**config.mk**
```make
export PLATFORM = sky130hd
export DESIGN_NAME = traceback_walker
export DESIGN_NICKNAME = d
export VERILOG_FILES = /design/src/rtl/traceback_walker.sv
export SDC_FILE = /design/constraint.sdc
export NUM_CORES = 1
export LEC_CHECK = 0
export ABC_AREA = 1
export CAP_MARGIN = 30
export CORE_MARGIN = 3
export CORE_UTILIZATION = 45
export DETAILED_ROUTE_END_ITERATION = 16
export DONT_BUFFER_PORTS = 1
export PLACE_DENSITY = 0.62
export REMOVE_ABC_BUFFERS = 1
export SLEW_MARGIN = 20
export SYNTH_ARGS = -nofsm -noshare
export SYNTH_HDL_FRONTEND = slang
export SYNTH_SLANG_ARGS = --single-unit
```
**constraint.sdc**
```tcl
create_clock -name clk -period 6 [get_ports clk]
set_input_delay 1.2 -clock clk [delete_from_list [all_inputs] [get_ports clk]]
set_output_delay 1.2 -clock clk [all_outputs]
set_load 0.02 [all_outputs]
```
**src/rtl/traceback_walker.sv**
```systemverilog
// traceback_walker: walks a direction matrix from (len_a,len_b) back to (0,0), emitting one arrow per 3 cycles.
// Ports: clk/rst (async, active-high); start + len_a/len_b launch a walk;
//   addr_i/addr_j -> dir_symbol and addr_a/addr_b -> seqA_data/seqB_data are 1-cycle-latency reads;
//   en_traceB strobes symbol/SeqA_i_t/SeqB_j_t; step_cnt counts steps; busy/done/err report status.
// Optional: define TB_WATCHDOG_EN to abort with err once step_cnt exceeds len_a+len_b.
module traceback_walker #(
  parameter int N  = 128,
  parameter int IW = 8
) (
  input  logic          clk,
  input  logic          rst,
  input  logic          start,
  input  logic [IW-1:0] len_a,
  input  logic [IW-1:0] len_b,
  output logic [IW-1:0] addr_i,
  output logic [IW-1:0] addr_j,
  input  logic [2:0]    dir_symbol,
  output logic [IW-1:0] addr_a,
  output logic [IW-1:0] addr_b,
  input  logic [2:0]    seqA_data,
  input  logic [2:0]    seqB_data,
  output logic          en_traceB,
  output logic [2:0]    symbol,
  output logic [2:0]    SeqA_i_t,
  output logic [2:0]    SeqB_j_t,
  output logic [IW:0]   step_cnt,
  output logic          busy,
  output logic          done,
  output logic          err
);
  typedef enum logic [2:0] {IDLE, FETCH, WAIT, EMIT, DONE} state_t;
  state_t r_state;
  logic [IW-1:0] r_i, r_j;
  logic [IW-1:0] w_la, w_lb, w_ni, w_nj;
  logic [2:0] w_sym;
  logic w_ok;
`ifdef TB_WATCHDOG_EN
  logic [IW:0] r_lim;
`endif
  // out-of-range lengths are clamped to N so the walk stays bounded
  assign w_la = (32'(len_a) > N) ? IW'(N) : len_a;
  assign w_lb = (32'(len_b) > N) ? IW'(N) : len_b;
  // on a matrix edge the only legal move is along that edge
  assign w_sym = (r_i == '0 && r_j != '0) ? 3'b100 :
                 (r_j == '0 && r_i != '0) ? 3'b010 : dir_symbol;
  assign w_ok = w_sym == 3'b001 || w_sym == 3'b100 || w_sym == 3'b010;
  assign w_ni = w_sym[2] ? r_i : r_i - 1'b1;
  assign w_nj = w_sym[1] ? r_j : r_j - 1'b1;
  always_ff @(posedge clk or posedge rst) begin
    if (rst) begin
      r_state   <= IDLE;
      r_i       <= '0;
      r_j       <= '0;
`ifdef TB_WATCHDOG_EN
      r_lim     <= '0;
`endif
      addr_i    <= '0;
      addr_j    <= '0;
      addr_a    <= '0;
      addr_b    <= '0;
      symbol    <= '0;
      SeqA_i_t  <= '0;
      SeqB_j_t  <= '0;
      step_cnt  <= '0;
      en_traceB <= 1'b0;
      busy      <= 1'b0;
      done      <= 1'b0;
      err       <= 1'b0;
    end else begin
      en_traceB <= 1'b0;
      done      <= 1'b0;
      case (r_state)
        IDLE: if (start) begin
          r_i      <= w_la;
          r_j      <= w_lb;
`ifdef TB_WATCHDOG_EN
          r_lim    <= {1'b0, w_la} + {1'b0, w_lb};
`endif
          step_cnt <= '0;
          err      <= 1'b0;
          busy     <= 1'b1;
          r_state  <= FETCH;
        end
        FETCH:
`ifdef TB_WATCHDOG_EN
          if (step_cnt > r_lim) begin
            err     <= 1'b1;
            done    <= 1'b1;
            busy    <= 1'b0;
            r_state <= DONE;
          end else
`endif
          begin
            addr_i  <= r_i;
            addr_j  <= r_j;
            // clamp keeps the sequence address in range on the i==0 / j==0 edges
            addr_a  <= (r_i == '0) ? '0 : r_i - 1'b1;
            addr_b  <= (r_j == '0) ? '0 : r_j - 1'b1;
            r_state <= WAIT;
          end
        WAIT: r_state <= EMIT;
        EMIT: if (!w_ok) begin
          err     <= 1'b1;
          done    <= 1'b1;
          busy    <= 1'b0;
          r_state <= DONE;
        end else begin
          symbol    <= w_sym;
          SeqA_i_t  <= seqA_data;
          SeqB_j_t  <= seqB_data;
          en_traceB <= 1'b1;
          step_cnt  <= step_cnt + 1'b1;
          r_i       <= w_ni;
          r_j       <= w_nj;
          if (w_ni == '0 && w_nj == '0) begin
            done    <= 1'b1;
            busy    <= 1'b0;
            r_state <= DONE;
          end else begin
            r_state <= FETCH;
          end
        end
        DONE: r_state <= IDLE;
        default: r_state <= IDLE;
      endcase
    end
  end
endmodule

```
Word-level counts from Yosys, hierarchy flattened
Index checks and enable logic that the tools add are counted.

word-level totals
  output and inout bits = 54
  bits in registers = 73
  word-level logic and storage cells = 80

cells by class
  reductions and logical operators = 17
  magnitude comparators = 2
  equal/unequal tests = 10
  $add $sub $neg = 3
  muxes and demuxes = 33

operators by type and width
  kind                   count
  $mux W8                10
  $logic_not A8 Y1       4
  $pmux W8 S2            2
  $mux W9                2
  $pmux W9 S2            1
  $gt A8 B8 Y1 const B   2
  $reduce_bool A8 Y1     2
  $sub A8 B1 Y8 const B  2
  $mux W3                5
  $pmux W3 S4            1
  $mux W1                10
  $add A9 B1 Y9 const B  1
  $eq A3 B2 Y1 const B   3
  $reduce_and A3 Y1      3
  $eq A3 B1 Y1 const B   2
  $ne A2 B2 Y1 const B   3
  $pmux W1 S2            2
  $eq A3 B3 Y1 const B   1
  $logic_and A1 B1 Y1    3
  $logic_not A3 Y1       1
  $ne A3 B3 Y1 const B   1
  $logic_or A1 B1 Y1     2
  $reduce_and A2 Y1      1
  $reduce_bool A2 Y1     1

Depth between registers and ports, before layout
  depth after elaboration = 10
  depth in mapped cells = 18
  depth with buffers taken out = 18

Least setup slack after synthesis
No wires, ideal clock.

  path kind = input-to-reg
  start = in dir_symbol[1]
  end = reg r_j[4]
  required time = 5877 ps
  setup time = 123 ps
  arrival = 2181 ps
  path buffers = 2
  path slack = 3696 ps
  stages = 12
  cell sequence = inv_1 > nand2_8 > nand2_4 > nand2_1 > nand2_2 > nand2_4 > nand2_4 > nand2_4 > buf_12 > buf_12 > nand2_2 > o21ai_2

on the way
  word-level cells in the longest chain between the ends = 7

ends and longest elaborated chain
  what                                                 RTL line  text
  start: declaration                                   17        input logic [2:0] dir_symbol,
  $mux W3 (*)                                          45        (r_j == '0 && r_i != '0) ? 3'b010 : dir_symbol;
  $mux W3 (*)                                          44        assign w_sym = (r_i == '0 && r_j != '0) ? 3'b100 :
  $eq A3 B1 Y1 / $eq A3 B3 Y1 (equally long branches)  46        assign w_ok = w_sym == 3'b001 || w_sym == 3'b100 || w_sym == 3'b010;
  $logic_or A1 B1 Y1 (2 in a row)                      46
  $ne A2 B2 Y1 (no source line)                        -
  $reduce_and A3 Y1 (no source line)                   -
  end signal: assignment                               75        r_j <= w_lb;
  end signal: assignment                               114       r_j <= w_nj;
  end: declaration                                     33        logic [IW-1:0] r_i, r_j;

Mark *: on every way between the ends. The rest lies on a longest branch, timed or not. The select of a mux whose other input is x is not followed.
A chain may end at the register's enable or synchronous reset.

Worst setup path in the final report
  start = reg r_j[0]
  end = reg r_i[5]

on the way
  word-level cells in the longest chain between the ends = 9

ends and longest elaborated chain
  what                                                 RTL line  text
  $logic_not A8 Y1                                     45
  $logic_and A1 B1 Y1                                  45
  $mux W3                                              45
  $mux W3 (*)                                          44
  $eq A3 B1 Y1 / $eq A3 B3 Y1 (equally long branches)  46
  $logic_or A1 B1 Y1 (2 in a row)                      46
  $ne A2 B2 Y1 (no source line)                        -
  $reduce_and A3 Y1 (no source line)                   -
  end signal: assignment                               74        r_i <= w_la;
  end signal: assignment                               113       r_i <= w_ni;
  end: declaration                                     33

Marks and branches as above.

==> run_results.csv <==
group,metric,value,unit
cts,path_clk_slew,0.08,ns
cts,h-tree-depth,3,
logic_synthesis,synth_compound_area_frac,0.132,
layout,stdcell_count,607,
floorplanning,die_w,101,um
logic_synthesis,yosys.area.top_type_share,0.450,
logic_synthesis,synth-edff-count,0,
placement,hpwl,6.92,mm
layout,antennaDiodeCount,0,
sta,max_freq,0.349,GHz
drt,drtAntennaViolNets,0,
cts,cts_sinks,73,
layout,fin_util,0.497,
sta,fin_setup_tns,0,ns
critical_path,crit_required,6.27,ns
drt,dr.pass1.iters,4,
logic_synthesis,syn-mean-instance-area,8.17,um^2
critical_path,worstPathArrival,3.14,ns
logic_synthesis,synthCells,497,
layout,multi_input_area,1980,um^2
grt,grt_max_degree,74,
grt,overflow,0,
placement,gp_congestion,0.906,
sta,worst_hold_slack,0.510,ns
drt,routed_wl,9.75,mm
logic_synthesis,synth_top_family_by_area,"simple AND/OR/NAND/NOR gates",
grt,grt_pass1_vias,3248,
flow_run,drv_cap,0,
sta,maxSlewHeadroom,0.485,
power,p_per_area,572,nW/um^2
sta,final.period_utilization,0.478,
floorplanning,die_h,101,um
sta,report.final.slew_viol_count,0,
cts,clk_latency,0.35,ns
cts,cts_buffers,9,
logic_synthesis,synth_xor_area_frac,0.0259,
placement,dp.cells,590,
logic_synthesis,ys.warnings.count,0,
logic_synthesis,synth_async_sr_flop_share,1.00,
sta,skew,0.00954,ns
sta,hold_violations,0,
floorplanning,io_pins,82,
cts,post_cts_buffers,0,
critical_path,critPathCaptureType,"register",
drt,post_drt_wl_per_cell,16.1,um
power,ir_worst_vdd,0.000232,V
logic_synthesis,synth-seq-cells,73,
sta,fin_crit,2.87,ns
logic_synthesis,ys_types,32,
drt,drc,0,
drt,vias,3280,
critical_path,cp_slowest_stage_delay,0.51,ns
grt,grt_pass1_wl,16.1,mm
sta,worst_slew_pin_slew,0.767,ns
critical_path,cp-start-kind,"register",
cts,cts.repair.resized,0,
floorplanning,fp-row-count,34,
floorplanning,die_area,10200,um^2
drt,drt_iter0_drc,146,
logic_synthesis,synth-seq-area-share,0.450,
logic_synthesis,ys.flop_type,"dfrtp_1",
power,power_leakage,0.00210,uW
critical_path,slowest_stage,"nand2_4",
sta,rsz0062_at_grt,"false",
placement,port_buffers,0,
layout,regArea,1830,um^2
outcome,outcome,"complete, no violations",
cts,holdBufCountCts,0,
grt,antenna_found_initial,0,
logic_synthesis,yosys.area_share.simple,0.317,
layout,synthToLayoutAreaGrowth,7.24,%
floorplanning,start_util,0.463,
logic_synthesis,yosys-mux-area-fraction,0,
drt,vias_per_cell,5.40,
layout,layout_commonest_cell,"nand2_1",
critical_path,critPathKind,"reg2reg",
cts,clockRootBuffer,"clkbuf_8",
grt,grtUsageTotal,0.201,
layout,final_cell_mix,"nand2_1, dfrtp_1, nand3_1",
floorplanning,core,8760,um^2
layout,drive_gt1_frac,0.160,
logic_synthesis,synthAdderAreaFrac,0.0123,
cts,cts_tree,"yes",
sta,setup_violations,0,
logic_synthesis,netlist_area,4060,um^2
critical_path,crit_chain,"inv_1, ha_1, nand2_1, nor2_2, nand2_4, nand2_8, nand2_8, nand2_8, nand3_1, nand2_4, nand2_4, nand2_4, nor2_1, a21oi_2",
critical_path,path_common_cell,"nand2_4",
layout,fill_cells,842,
cts,clk_path_buf_depth,2,
critical_path,crit_fanout,48,
layout,nets,526,
logic_synthesis,synth_largest_area_cell,"dfrtp_1",
logic_synthesis,ys_top_cells_by_area,"dfrtp_1, nand2_1, nand3_1",
worst_hold_path,hold_path.class,"reg2reg",
## metal layers
metal	GRT usage	routed length, um	vias to the layer above
li1	-	-	1620
met2	0.328	4810	92
met1	0.260	4210	1552
met3	0.0602	586	16
met5	0	0	-
met4	0.0573	148	0
## area by class of cell
type | count | share of cell area
Multi-Input combinational cell | 370 | 0.454
Sequential cell | 73 | 0.419
Inverter | 37 | 0.0319
Tap cell | 108 | 0.0310
Clock buffer | 9 | 0.0284
Clock inverter | 7 | 0.0273
Timing Repair Buffer | 3 | 0.00804
## flip-flops by register name (all words and copies together) (netlist names)
name,flops
r_i,8
SeqA_i_t,3
busy,1
step_cnt,9
addr_j,8
en_traceB,1
symbol,3
addr_a,8
r_j,8
addr_b,8
err,1
addr_i,8
SeqB_j_t,3
done,1
r_state,3
## per-stage QoR
step / power (uW) / instance area, um^2 / setup slack [ns]
global placement: 1990 / 4090 / 3.25
detailed placement: 2030 / 4090 / 3.15
finish: 2490 / 4360 / 3.13
CTS: 2510 / 4340 / 3.13
floorplan: 1770 / 3940 / 2.95
global route: 2710 / 4360 / 2.89
## final timing paths
kind | from | end | slack (ns) | depth (start not counted)
max in group asynchronous | rst | addr_j[4] | 4.62 | 3
min in group asynchronous | rst | step_cnt[8] | 0.81 | 2
hold reg to reg | r_state[0] | r_state[0] | 0.51 | 1
hold / removal | r_state[0] | r_state[0] | 0.51 | 1
setup reg to reg | r_j[0] | r_i[5] | 3.13 | 14
setup / recovery | r_j[0] | r_i[5] | 3.13 | 14
## cell families (layout without fill, tap and decap cells)
kind of cell / Yosys count / after routing
simple gates: 269 / 269
compound gates: 85 / 85
flops: 73 / 73
buf+inv: 54 / 56
xor+xnor: 12 / 12
fa+ha+maj: 4 / 4
## Yosys cell counts, types with 9 or more instances
cell	instances
dfrtp_1	73
o21ai_0	30
clkbuf_1	9
nand3_1	46
nand2_1	144
nor2_1	42
a21oi_1	10
inv_2	9
o21ai_2	11
a21oi_2	9
nand2_2	9
inv_1	27
## where the power goes
group,leakage (uW),switching (uW),internal [uW]
Combinational,0.00106,674,315
Sequential,0.000925,334,692
Clock,0.000115,199,276
Total,0.00210,1210,1280
## critical path: cells and delay by family, from the launching register on
kind	cells	cell delay, ns
and+or+nand+nor	11	1.73
AOI/OAI and AO/OA	1	0.14
adders and majority gates	1	0.27
buffers and inverters	1	0.20
DFF	1	0.44
(Power assumes the default switching activity.)
